**config.mk**
```make
export PLATFORM = sky130hd
export DESIGN_NAME = tower_damage_resolver
export DESIGN_NICKNAME = d
export VERILOG_FILES = /design/src/rtl/clash_pkg.sv /design/src/rtl/tower_hp.sv /design/src/rtl/tower_damage_resolver.sv
export SDC_FILE = /design/constraint.sdc
export NUM_CORES = 1
export LEC_CHECK = 0
export BUFFER_PORTS_ARGS = -buffer_cell sky130_fd_sc_hd__clkbuf_2
export CAP_MARGIN = 20
export CORE_UTILIZATION = 35
export DETAILED_ROUTE_END_ITERATION = 8
export PLACE_DENSITY = 0.58
export SYNTH_ARGS = -nofsm -noshare
export SYNTH_HDL_FRONTEND = slang
export SYNTH_HIERARCHICAL = 1
export SYNTH_SLANG_ARGS = --single-unit
```
**constraint.sdc**
```tcl
create_clock -name vga_clk -period 3.6 [get_ports vga_clk]
set_input_delay 0.18 -clock vga_clk [delete_from_list [all_inputs] [get_ports vga_clk]]
set_output_delay 0.18 -clock vga_clk [all_outputs]
set_load 0.02 [all_outputs]
```
**src/rtl/clash_pkg.sv**
```systemverilog
// ============================================================================
// clash_pkg: unit attack target codes and game state shared by spawner,
// range logic and the tower damage resolver.
// Revision: 1.0
// ============================================================================
`default_nettype none

package clash_pkg;

  localparam int CODE_W = 3;

  typedef enum logic [CODE_W-1:0] {
    CODE_NONE  = 3'd0,
    TGT_RTOWER = 3'd1,
    TGT_LTOWER = 3'd2,
    TGT_KING   = 3'd3
  } target_e;

  typedef enum logic [0:0] {
    PLAY = 1'b0,
    OVER = 1'b1
  } game_state_e;

endpackage

`default_nettype wire

```
**src/rtl/tower_hp.sv**
```systemverilog
// ============================================================================
// tower_hp: one tower's HP, sticky destroyed flag and hit-flash frame counter.
// Revision: 1.0
// ============================================================================
`default_nettype none

module tower_hp #(
  parameter int RELOAD_HP    = 100,
  parameter int HIT_DMG      = 5,
  parameter int FLASH_FRAMES = 8,
  parameter int HP_W         = 8,
  parameter int MAX_HITS     = 4,
  localparam int HITS_W      = $clog2(MAX_HITS + 1),
  localparam int FL_W        = $clog2(FLASH_FRAMES + 1)
) (
  input  logic              vga_clk,
  input  logic              reset,
  input  logic              i_tick,
  input  logic [HITS_W-1:0] i_hits,
  input  logic              i_freeze,
  output logic [HP_W-1:0]   o_hp,
  output logic              o_destroyed,
  output logic              o_flash,
  output logic              o_dies
);

  localparam int DW = HP_W + 3;

  logic [HP_W-1:0] r_hp;
  logic            r_destroyed;
  logic [FL_W-1:0] r_flash_cnt;

  logic [DW-1:0]   w_dmg;
  logic [DW-1:0]   w_hp_ext;
  logic [HP_W-1:0] w_hp_next;
  logic            w_accept;

  assign w_dmg     = DW'(i_hits) * DW'(HIT_DMG);
  assign w_hp_ext  = DW'(r_hp);
  assign w_hp_next = (w_hp_ext > w_dmg) ? HP_W'(w_hp_ext - w_dmg) : '0;
  assign w_accept  = i_tick & ~i_freeze & ~r_destroyed & (i_hits != '0);
  // Lets the top switch to OVER on the same edge the king hits zero.
  assign o_dies    = w_accept & (w_hp_next == '0);

  always_ff @(posedge vga_clk) begin
    if (reset) begin
      r_hp        <= HP_W'(RELOAD_HP);
      r_destroyed <= 1'b0;
      r_flash_cnt <= '0;
    end else if (i_freeze) begin
      r_flash_cnt <= '0;
    end else if (i_tick) begin
      if (w_accept) begin
        r_hp        <= w_hp_next;
        r_flash_cnt <= FL_W'(FLASH_FRAMES);
        if (w_hp_next == '0) r_destroyed <= 1'b1;
      end else if (r_flash_cnt != '0) begin
        r_flash_cnt <= r_flash_cnt - FL_W'(1);
      end
    end
  end

  assign o_hp        = r_hp;
  assign o_destroyed = r_destroyed;
  assign o_flash     = (r_flash_cnt != '0);

endmodule

`default_nettype wire

```
**src/rtl/tower_damage_resolver.sv**
```systemverilog
// ============================================================================
// tower_damage_resolver: samples unit attack codes once per frame and applies
// damage to right, left and king towers; tracks game-over.
// Revision: 1.0
// ============================================================================
`default_nettype none

module tower_damage_resolver
  import clash_pkg::*;
#(
  parameter int NUM_UNITS    = 4,
  parameter int TOWER_HP     = 100,
  parameter int KING_HP      = 150,
  parameter int HIT_DMG      = 5,
  parameter int HP_W         = 8,
  parameter int FLASH_FRAMES = 8
) (
  input  logic                   vga_clk,
  input  logic                   reset,
  input  logic                   vsync,
  input  logic [3*NUM_UNITS-1:0] attackindex,
  output logic                   towerrd,
  output logic                   towerld,
  output logic                   kingd,
  output logic [HP_W-1:0]        hp_r,
  output logic [HP_W-1:0]        hp_l,
  output logic [HP_W-1:0]        hp_k,
  output logic                   flash_r,
  output logic                   flash_l,
  output logic                   flash_k,
  output logic                   game_over
);

  localparam int HITS_W = $clog2(NUM_UNITS + 1);

  logic r_vs_meta, r_vs_sync, r_vs_prev, r_tick;
  game_state_e r_state;
  logic r_game_over;

  logic [HITS_W-1:0] w_hits_r, w_hits_l, w_hits_k;
  logic w_dies_r, w_dies_l, w_dies_k;
  logic w_freeze;

  // The extra r_tick stage gives the spawners' vsync-edge update time to settle.
  always_ff @(posedge vga_clk) begin
    if (reset) begin
      r_vs_meta <= 1'b0;
      r_vs_sync <= 1'b0;
      r_vs_prev <= 1'b0;
      r_tick    <= 1'b0;
    end else begin
      r_vs_meta <= vsync;
      r_vs_sync <= r_vs_meta;
      r_vs_prev <= r_vs_sync;
      r_tick    <= r_vs_sync & ~r_vs_prev;
    end
  end

  always_comb begin
    w_hits_r = '0;
    w_hits_l = '0;
    w_hits_k = '0;
    for (int i = 0; i < NUM_UNITS; i++) begin
      if (attackindex[3*i +: 3] == TGT_RTOWER) w_hits_r = w_hits_r + HITS_W'(1);
      if (attackindex[3*i +: 3] == TGT_LTOWER) w_hits_l = w_hits_l + HITS_W'(1);
      if (attackindex[3*i +: 3] == TGT_KING)   w_hits_k = w_hits_k + HITS_W'(1);
    end
  end

  assign w_freeze = (r_state == OVER);

  always_ff @(posedge vga_clk) begin
    if (reset) begin
      r_state     <= PLAY;
      r_game_over <= 1'b0;
    end else begin
      case (r_state)
        PLAY: begin
          if (w_dies_k) begin
            r_state     <= OVER;
            r_game_over <= 1'b1;
          end
        end
        OVER: begin
          r_state     <= OVER;
          r_game_over <= 1'b1;
        end
        default: begin
          r_state     <= PLAY;
          r_game_over <= 1'b0;
        end
      endcase
    end
  end

  tower_hp #(
    .RELOAD_HP(TOWER_HP), .HIT_DMG(HIT_DMG), .FLASH_FRAMES(FLASH_FRAMES),
    .HP_W(HP_W), .MAX_HITS(NUM_UNITS)
  ) u_tower_r (
    .vga_clk(vga_clk), .reset(reset), .i_tick(r_tick), .i_hits(w_hits_r),
    .i_freeze(w_freeze), .o_hp(hp_r), .o_destroyed(towerrd), .o_flash(flash_r),
    .o_dies(w_dies_r)
  );

  tower_hp #(
    .RELOAD_HP(TOWER_HP), .HIT_DMG(HIT_DMG), .FLASH_FRAMES(FLASH_FRAMES),
    .HP_W(HP_W), .MAX_HITS(NUM_UNITS)
  ) u_tower_l (
    .vga_clk(vga_clk), .reset(reset), .i_tick(r_tick), .i_hits(w_hits_l),
    .i_freeze(w_freeze), .o_hp(hp_l), .o_destroyed(towerld), .o_flash(flash_l),
    .o_dies(w_dies_l)
  );

  tower_hp #(
    .RELOAD_HP(KING_HP), .HIT_DMG(HIT_DMG), .FLASH_FRAMES(FLASH_FRAMES),
    .HP_W(HP_W), .MAX_HITS(NUM_UNITS)
  ) u_tower_k (
    .vga_clk(vga_clk), .reset(reset), .i_tick(r_tick), .i_hits(w_hits_k),
    .i_freeze(w_freeze), .o_hp(hp_k), .o_destroyed(kingd), .o_flash(flash_k),
    .o_dies(w_dies_k)
  );

  assign game_over = r_game_over;

  // Side-tower death has no game-level effect; only the flags are exported.
  logic w_unused;
  assign w_unused = w_dies_r | w_dies_l;

endmodule

`default_nettype wire

```
Word-level counts from Yosys, hierarchy flattened
Index checks and enable logic that the tools add are counted.
- logic and storage cells: 110
- flip-flop bits (word level): 45
- output and inout bits: 31
- bits of input ports: 15
- add/sub/neg operators: 15
- $mul: 3
- mux-type cells: 25
- bitwise logic cells: 14
- reductions and logical operators: 22
- equal/unequal tests: 13
- magnitude comparators: 3
- operators by type and width (operator ; count):
    adder 3 x 1 -> 3 bit (second input constant) ; 9
    two-way mux 3 bit ; 9
    == test 3 x 2 -> 1 bit (second input constant) ; 8
    > comparator 8 x 6 -> 1 bit ; 3
    logical NOT 8 bit ; 3
    two-way mux 4 bit ; 6
    two-way mux 8 bit ; 3
    subtractor 8 x 6 -> 8 bit ; 3
    multiplier 3 x 3 -> 6 bit (second input constant) ; 3
    == test 3 x 1 -> 1 bit (second input constant) ; 4
    AND reduction 4 bit ; 3
    nonzero test 4 bit ; 3
    subtractor 4 x 1 -> 4 bit (second input constant) ; 3
    bitwise AND 1 bit ; 9
    AND reduction 3 bit ; 3
    nonzero test 3 bit ; 3
    AND reduction 2 bit ; 3
    nonzero test 2 bit ; 3
    two-way mux 1 bit ; 5
    inverter 1 bit ; 5
    one-hot mux 1 bit (2 select lines) ; 2
    != test 2 x 1 -> 1 bit (second input constant) ; 1
    OR reduction 2 bit ; 1

Longest topological paths before layout
- depth after elaboration: 15
- depth in mapped cells: 21
- gate-level depth less buffers: 21

Cells and area by module
The synthesis kept the hierarchy.
- modules (own cells, without submodules) (module ; area each (um^2) ; seq. area each (um^2) ; instances ; cells an instance):
    tower_hp at u_tower_l ... ; 1032.2 ; 260.2 ; 2 ; 128
    tower_hp at u_tower_k ; 1024.7 ; 260.2 ; 1 ; 125
    tower_damage_resolver ; 606.8 ; 120.1 ; 1 ; 67

Worst setup path before layout
Ideal clock, no wire load.
- path type: input to register
- start point: input attackindex[5]
- end point: register u_tower_l.r_hp[7], in the netlist u_tower_l/o_hp[7]
- cell stages on the path: 17
- data arrival time: 3.582 ns
- library setup time: 0.071 ns
- setup slack: -0.053 ns
- data required time: 3.529 ns
- buffers on the path: 0
- cells stage by stage: or3b_2 -> inv_1 -> ha_1 -> xor2_2 -> ha_1 -> nand2_1 -> xor2_1 -> ha_1 -> ha_1 -> ha_1 -> inv_1 -> ha_1 -> nand2_1 -> o31ai_4 -> a21boi_2 -> or3_1 -> a21oi_1
- longest elaborated chain between the ends: 9
- elaborated cells between the ends (all ways): 13
- those cells by class: add/sub: 3; mul: 1; order compare: 1; eq/ne: 1; mux: 4; bitwise: 1; reduce/logical: 2
- RTL lines (what ; RTL line ; source):
    from (decl) ; tower_damage_resolver.sv:21 ; input logic [3*NUM_UNITS-1:0] attackindex,
    == test 3 x 2 -> 1 bit * ; tower_damage_resolver.sv:65 ; if (attackindex[3*i +: 3] == TGT_LTOWER) w_hits_l = w_hits_l + HITS_W'(1);
    two-way mux 3 bit * ; tower_damage_resolver.sv:65 ;
    adder 3 x 1 -> 3 bit ; tower_damage_resolver.sv:65 ;
    two-way mux 3 bit * ; tower_damage_resolver.sv:65 ;
    adder 3 x 1 -> 3 bit ; tower_damage_resolver.sv:65 ;
    two-way mux 3 bit * ; tower_damage_resolver.sv:65 ;
    named net w_hits_l[2] ; tower_damage_resolver.sv:40 ; logic [HITS_W-1:0] w_hits_r, w_hits_l, w_hits_k;
    multiplier 3 x 3 -> 6 bit or nonzero test 3 bit (tied branches) ; tower_hp.sv:38, tower_hp.sv:41 ;
    subtractor 8 x 6 -> 8 bit (tied with other cells) ; tower_hp.sv:40 ; assign w_hp_next = (w_hp_ext > w_dmg) ? HP_W'(w_hp_ext - w_dmg) : '0;
    two-way mux 8 bit or AND reduction 3 bit (tied branches) ; n/a ;
    to (signal assigned) ; tower_hp.sv:47 ; r_hp <= HP_W'(RELOAD_HP);
    to (signal assigned) ; tower_hp.sv:54 ; r_hp <= w_hp_next;
    to (decl) ; tower_hp.sv:29 ; logic [HP_W-1:0] r_hp;
Mark *: on every way through the listed nets, which the timed path passes. The rest lies on a longest branch.
A chain may end at the register's enable or synchronous reset.

Final worst setup path
- start point: input attackindex[2]
- end point: register r_game_over, in the netlist game_over
- longest elaborated chain between the ends: 14
- elaborated cells between the ends (all ways): 17
- those cells by class: add/sub: 4; mul: 1; order compare: 1; eq/ne: 2; mux: 5; bitwise: 2; reduce/logical: 2
- RTL lines (what ; RTL line ; source):
    == test 3 x 2 -> 1 bit * ; tower_damage_resolver.sv:66 ; if (attackindex[3*i +: 3] == TGT_KING) w_hits_k = w_hits_k + HITS_W'(1);
    two-way mux 1 bit * ; tower_damage_resolver.sv:66 ;
    adder 3 x 1 -> 3 bit ; tower_damage_resolver.sv:66 ;
    two-way mux 3 bit * ; tower_damage_resolver.sv:66 ;
    adder 3 x 1 -> 3 bit ; tower_damage_resolver.sv:66 ;
    two-way mux 3 bit * ; tower_damage_resolver.sv:66 ;
    adder 3 x 1 -> 3 bit ; tower_damage_resolver.sv:66 ;
    two-way mux 3 bit * ; tower_damage_resolver.sv:66 ;
    named net w_hits_k[2] ; tower_damage_resolver.sv:40 ;
    multiplier 3 x 3 -> 6 bit ; tower_hp.sv:38 ; assign w_dmg = DW'(i_hits) * DW'(HIT_DMG);
    subtractor 8 x 6 -> 8 bit or > comparator 8 x 6 -> 1 bit (tied branches) ; tower_hp.sv:40 ;
    two-way mux 8 bit ; tower_hp.sv:40 ;
    logical NOT 8 bit ; tower_hp.sv:43 ; assign o_dies = w_accept & (w_hp_next == '0);
    bitwise AND 1 bit * ; tower_hp.sv:43 ;
    named net w_dies_k ; tower_damage_resolver.sv:41 ; logic w_dies_r, w_dies_l, w_dies_k;
    != test 2 x 1 -> 1 bit (no source line) * ; n/a ;
    to (signal assigned) ; tower_damage_resolver.sv:75 ; r_game_over <= 1'b0;
    to (signal assigned) ; tower_damage_resolver.sv:81 ; r_game_over <= 1'b1;
    to (signal assigned) ; tower_damage_resolver.sv:86 ; r_game_over <= 1'b1;
    to (decl) ; tower_damage_resolver.sv:38 ; logic r_game_over;
Marked as above.

==> load_flow_metrics.sql <==
INSERT INTO impl_metrics (metric_group, metric, value, unit) VALUES
('min_path', 'min_delay_worst_endpoint', 'r_vs_meta', ''),
('pwr', 'leakage', '0.00199', 'µW'),
('logic_synthesis', 'synthesis.nets', '506', ''),
('sta', 'final.setup_skew', '0.00645', 'ns'),
('floorplan', 'rows', '37', ''),
('cells_and_area', 'antenna_cells', '0', ''),
('clock_tree', 'total_cts_buffers', '5', ''),
('sta', 'final_hold_viol_count', '0', ''),
('sta', 'worstMarginPinSlew', '0.983', 'ns'),
('clock_tree', 'tritoncts', 'built', ''),
('place', 'placedCellCount', '673', ''),
('place', 'detailed_placer_s_ending_hpwl', '7.16', 'mm'),
('global_route', 'track_usage', '0.174', ''),
('floorplan', 'start_util', '0.359', ''),
('drt', 'route.detailed.vias_per_inst', '5.27', ''),
('cells_and_area', 'mostFrequentLayoutCells', '59 x sky130_fd_sc_hd__buf_4, 45 x sky130_fd_sc_hd__dfxtp_1, 45 x sky130_fd_sc_hd__clkbuf_2, 41 x sky130_fd_sc_hd__inv_1, 40 x sky130_fd_sc_hd__nor2_1', ''),
('min_path', 'min_from', 'vsync', ''),
('global_route', 'global_route_wire_length_before_repair', '15.6', 'mm'),
('clock_tree', 'cts_num_sinks', '45', ''),
('clock_tree', 'insertion_delay', '0.30', 'ns'),
('critical_path', 'path_class', 'in -> reg', ''),
('logic_synthesis', 'synth_area', '0.00369', 'mm²'),
('sta', 'timing_max_transition_violations_final', '0', ''),
('drt', 'antenna_viol_nets_final', '0', ''),
('min_path', 'hold-path-cell-count', '2', ''),
('drt', 'initialDrtViolationCount', '128', ''),
('clock_tree', 'cts.hold.buffers_added', '0', ''),
('critical_path', 'endpoint_type_of_the_worst_setup_path', 'flop', ''),
('min_path', 'class_of_the_worst_hold_path', 'in -> reg', ''),
('critical_path', 'r2r_slack', '1.14', 'ns'),
('critical_path', 'worst_setup_path_start_kind', 'input pin', ''),
('cells_and_area', 'final_layout_size_suffix_gt1_frac', '0.299', ''),
('drt', 'num_vias', '3587', ''),
('sta', 'layout_min_cycle_time', '3.43', 'ns'),
('clock_tree', 'clk_slew_on_worst_s_h_paths', '0.08', 'ns'),
('floorplan', 'core_region_area', '0.0103', 'mm²'),
('job', 'cap_violations', '0', ''),
('sta', 'timing.slew.headroom', '0.345', ''),
('critical_path', 'critical_path_arrival', '3.65', 'ns'),
('drt', 'drt-pass1-iter-count', '4', ''),
('logic_synthesis', 'synthesis.area_per_instance', '8.26', 'µm²'),
('cells_and_area', 'area.growth.synth_to_final', '27.2', '%'),
('global_route', 'antenna_found_initial', '0', ''),
('floorplan', 'die-height', '105', 'µm'),
('cells_and_area', 'layout.cells.most_common', 'sky130_fd_sc_hd__buf_4', ''),
('global_route', 'overflow', '0', ''),
('place', 'io_buffers', '45', ''),
('outcome', 'status', 'complete, no violations', ''),
('sta', 'fin_crit_sh', '0.953', ''),
('critical_path', 'path_max_fanout', '4', ''),
('clock_tree', 'htree_num_levels', '2', ''),
('sta', 'finalWorstSetupSlack', '0.169', 'ns'),
('sta', 'max_freq', '0.291', 'GHz'),
('critical_path', 'ff2ff_path_depth', '12', ''),
('clock_tree', 'cts-root-buf', 'sky130_fd_sc_hd__clkbuf_8', ''),
('critical_path', 'cp_data_required_time', '3.82', 'ns'),
('floorplan', 'design.portCount', '46', ''),
('place', 'dp_slack', '-0.305', 'ns'),
('sta', 'finalSetupViolations', '0', ''),
('pwr', 'peakVddDrop', '0.122', 'mV'),
('critical_path', 'r2r-start', 'u_tower_k/o_hp[0]', ''),
('place', 'finalWeightedCongestion', '0.926', ''),
('pwr', 'power.density', '254', 'mW/mm²'),
('cells_and_area', 'nets', '606', ''),
('clock_tree', 'cts-root-to-sink-buffers', '2', ''),
('critical_path', 'reg2reg_to', 'game_over', ''),
('logic_synthesis', 'synthCells', '446', ''),
('global_route', 'largest_net_degree_at_the_start_of_global_routing', '45', ''),
('floorplan', 'die_area', '0.0109', 'mm²'),
('cells_and_area', 'instances_no_fill', '681', ''),
('logic_synthesis', 'yosysWarnings', '6', ''),
('drt', 'total_wirelength', '9.41', 'mm'),
('floorplan', 'chip_width', '105', 'µm'),
('drt', 'routed_wire_length_per_instance', '13.8', 'µm'),
('drt', 'route.detailed.drc', '0', ''),
('global_route', 'grt_pass1_vias', '3374', '');
-- registers in the layout, summed over array words and instances, names as in the netlist --
name / flops
u_tower_k/o_hp: 8
u_tower_l/o_hp: 8
u_tower_r/o_hp: 8
u_tower_k/r_flash_cnt: 4
u_tower_l/r_flash_cnt: 4
u_tower_r/r_flash_cnt: 4
game_over: 1
r_state: 1
r_tick: 1
r_vs_meta: 1
r_vs_prev: 1
r_vs_sync: 1
u_tower_k/o_destroyed: 1
u_tower_l/o_destroyed: 1
u_tower_r/o_destroyed: 1
-- cell type report --
cell class,count,area [µm²]
repair buffers,104,668
fillers,1049,5590
well taps,136,170
multi-input cells,347,2710
flip-flops and latches,45,901
inverters,43,161
clock buffers,5,68.8
clock inverters,1,5.00
-- critical path: stages --
cell                       delay [ns]
sky130_fd_sc_hd__clkbuf_2        0.10
sky130_fd_sc_hd__and3b_2         0.27
sky130_fd_sc_hd__inv_1           0.05
sky130_fd_sc_hd__ha_1            0.18
sky130_fd_sc_hd__mux2i_1         0.21
sky130_fd_sc_hd__ha_1            0.19
sky130_fd_sc_hd__nand4b_1        0.10
sky130_fd_sc_hd__xnor2_1         0.16
sky130_fd_sc_hd__ha_1            0.19
sky130_fd_sc_hd__ha_1            0.18
sky130_fd_sc_hd__ha_1            0.27
sky130_fd_sc_hd__inv_1           0.06
sky130_fd_sc_hd__ha_4            0.28
sky130_fd_sc_hd__a21o_1          0.13
sky130_fd_sc_hd__a211oi_2        0.08
sky130_fd_sc_hd__or4_1           0.41
sky130_fd_sc_hd__o211ai_1        0.12
sky130_fd_sc_hd__a31oi_1         0.11
sky130_fd_sc_hd__nor2_1          0.12
sky130_fd_sc_hd__nor2_1          0.07
sky130_fd_sc_hd__a21oi_1         0.17
-- per-layer routing --
| layer | up-vias | wire length [µm] | global-route usage |
|---|---|---|---|
| met2 | 91 | 4610 | 0.301 |
| met5 | - | 0 | 0 |
| met3 | 15 | 378 | 0.0281 |
| met4 | 0 | 191 | 0.0644 |
| met1 | 1687 | 4230 | 0.217 |
| li1 | 1794 | - | - |
-- what timing repair did --
item,in CTS,in global routing
buffers inserted,0,2
setup endpoints to repair,0,17
gates resized for setup,0,25
-- metrics by stage --
stage	TNS, ns	area [µm²]	total power (µW)	util	hold WS (ns)
3_3_place_gp	-2.28	4470	886	0.435	0.373
4_1_cts	0	4550	1200	0.442	0.0913
2_1_floorplan	0	3700	771	-	0.249
3_5_place_dp	-4.06	4470	889	0.435	0.379
6_report	0	4690	1190	0.456	0.0985
5_1_grt	-0.00482	4690	1270	0.456	0.101
-- power breakdown --
group          switching (µW)  internal [µW]  leakage [µW]
clock                     170            128     0.0000399
sequential               6.39            504      0.000364
combinational             205            177       0.00159
-- how the worst max path moves through the flow --
stage	start	end	slack, ns	cells after the start
after floorplan	attackindex[5]	u_tower_l/o_hp[1]	0.04	19
after global placement	attackindex[5]	u_tower_l/o_hp[1]	-0.22	19
after detailed placement	attackindex[2]	game_over	-0.30	20
after CTS	attackindex[2]	game_over	0.02	20
after global routing	attackindex[1]	u_tower_r/o_destroyed	-0.005	18
final	attackindex[2]	game_over	0.17	21
Power figures use the tool's default switching activity.
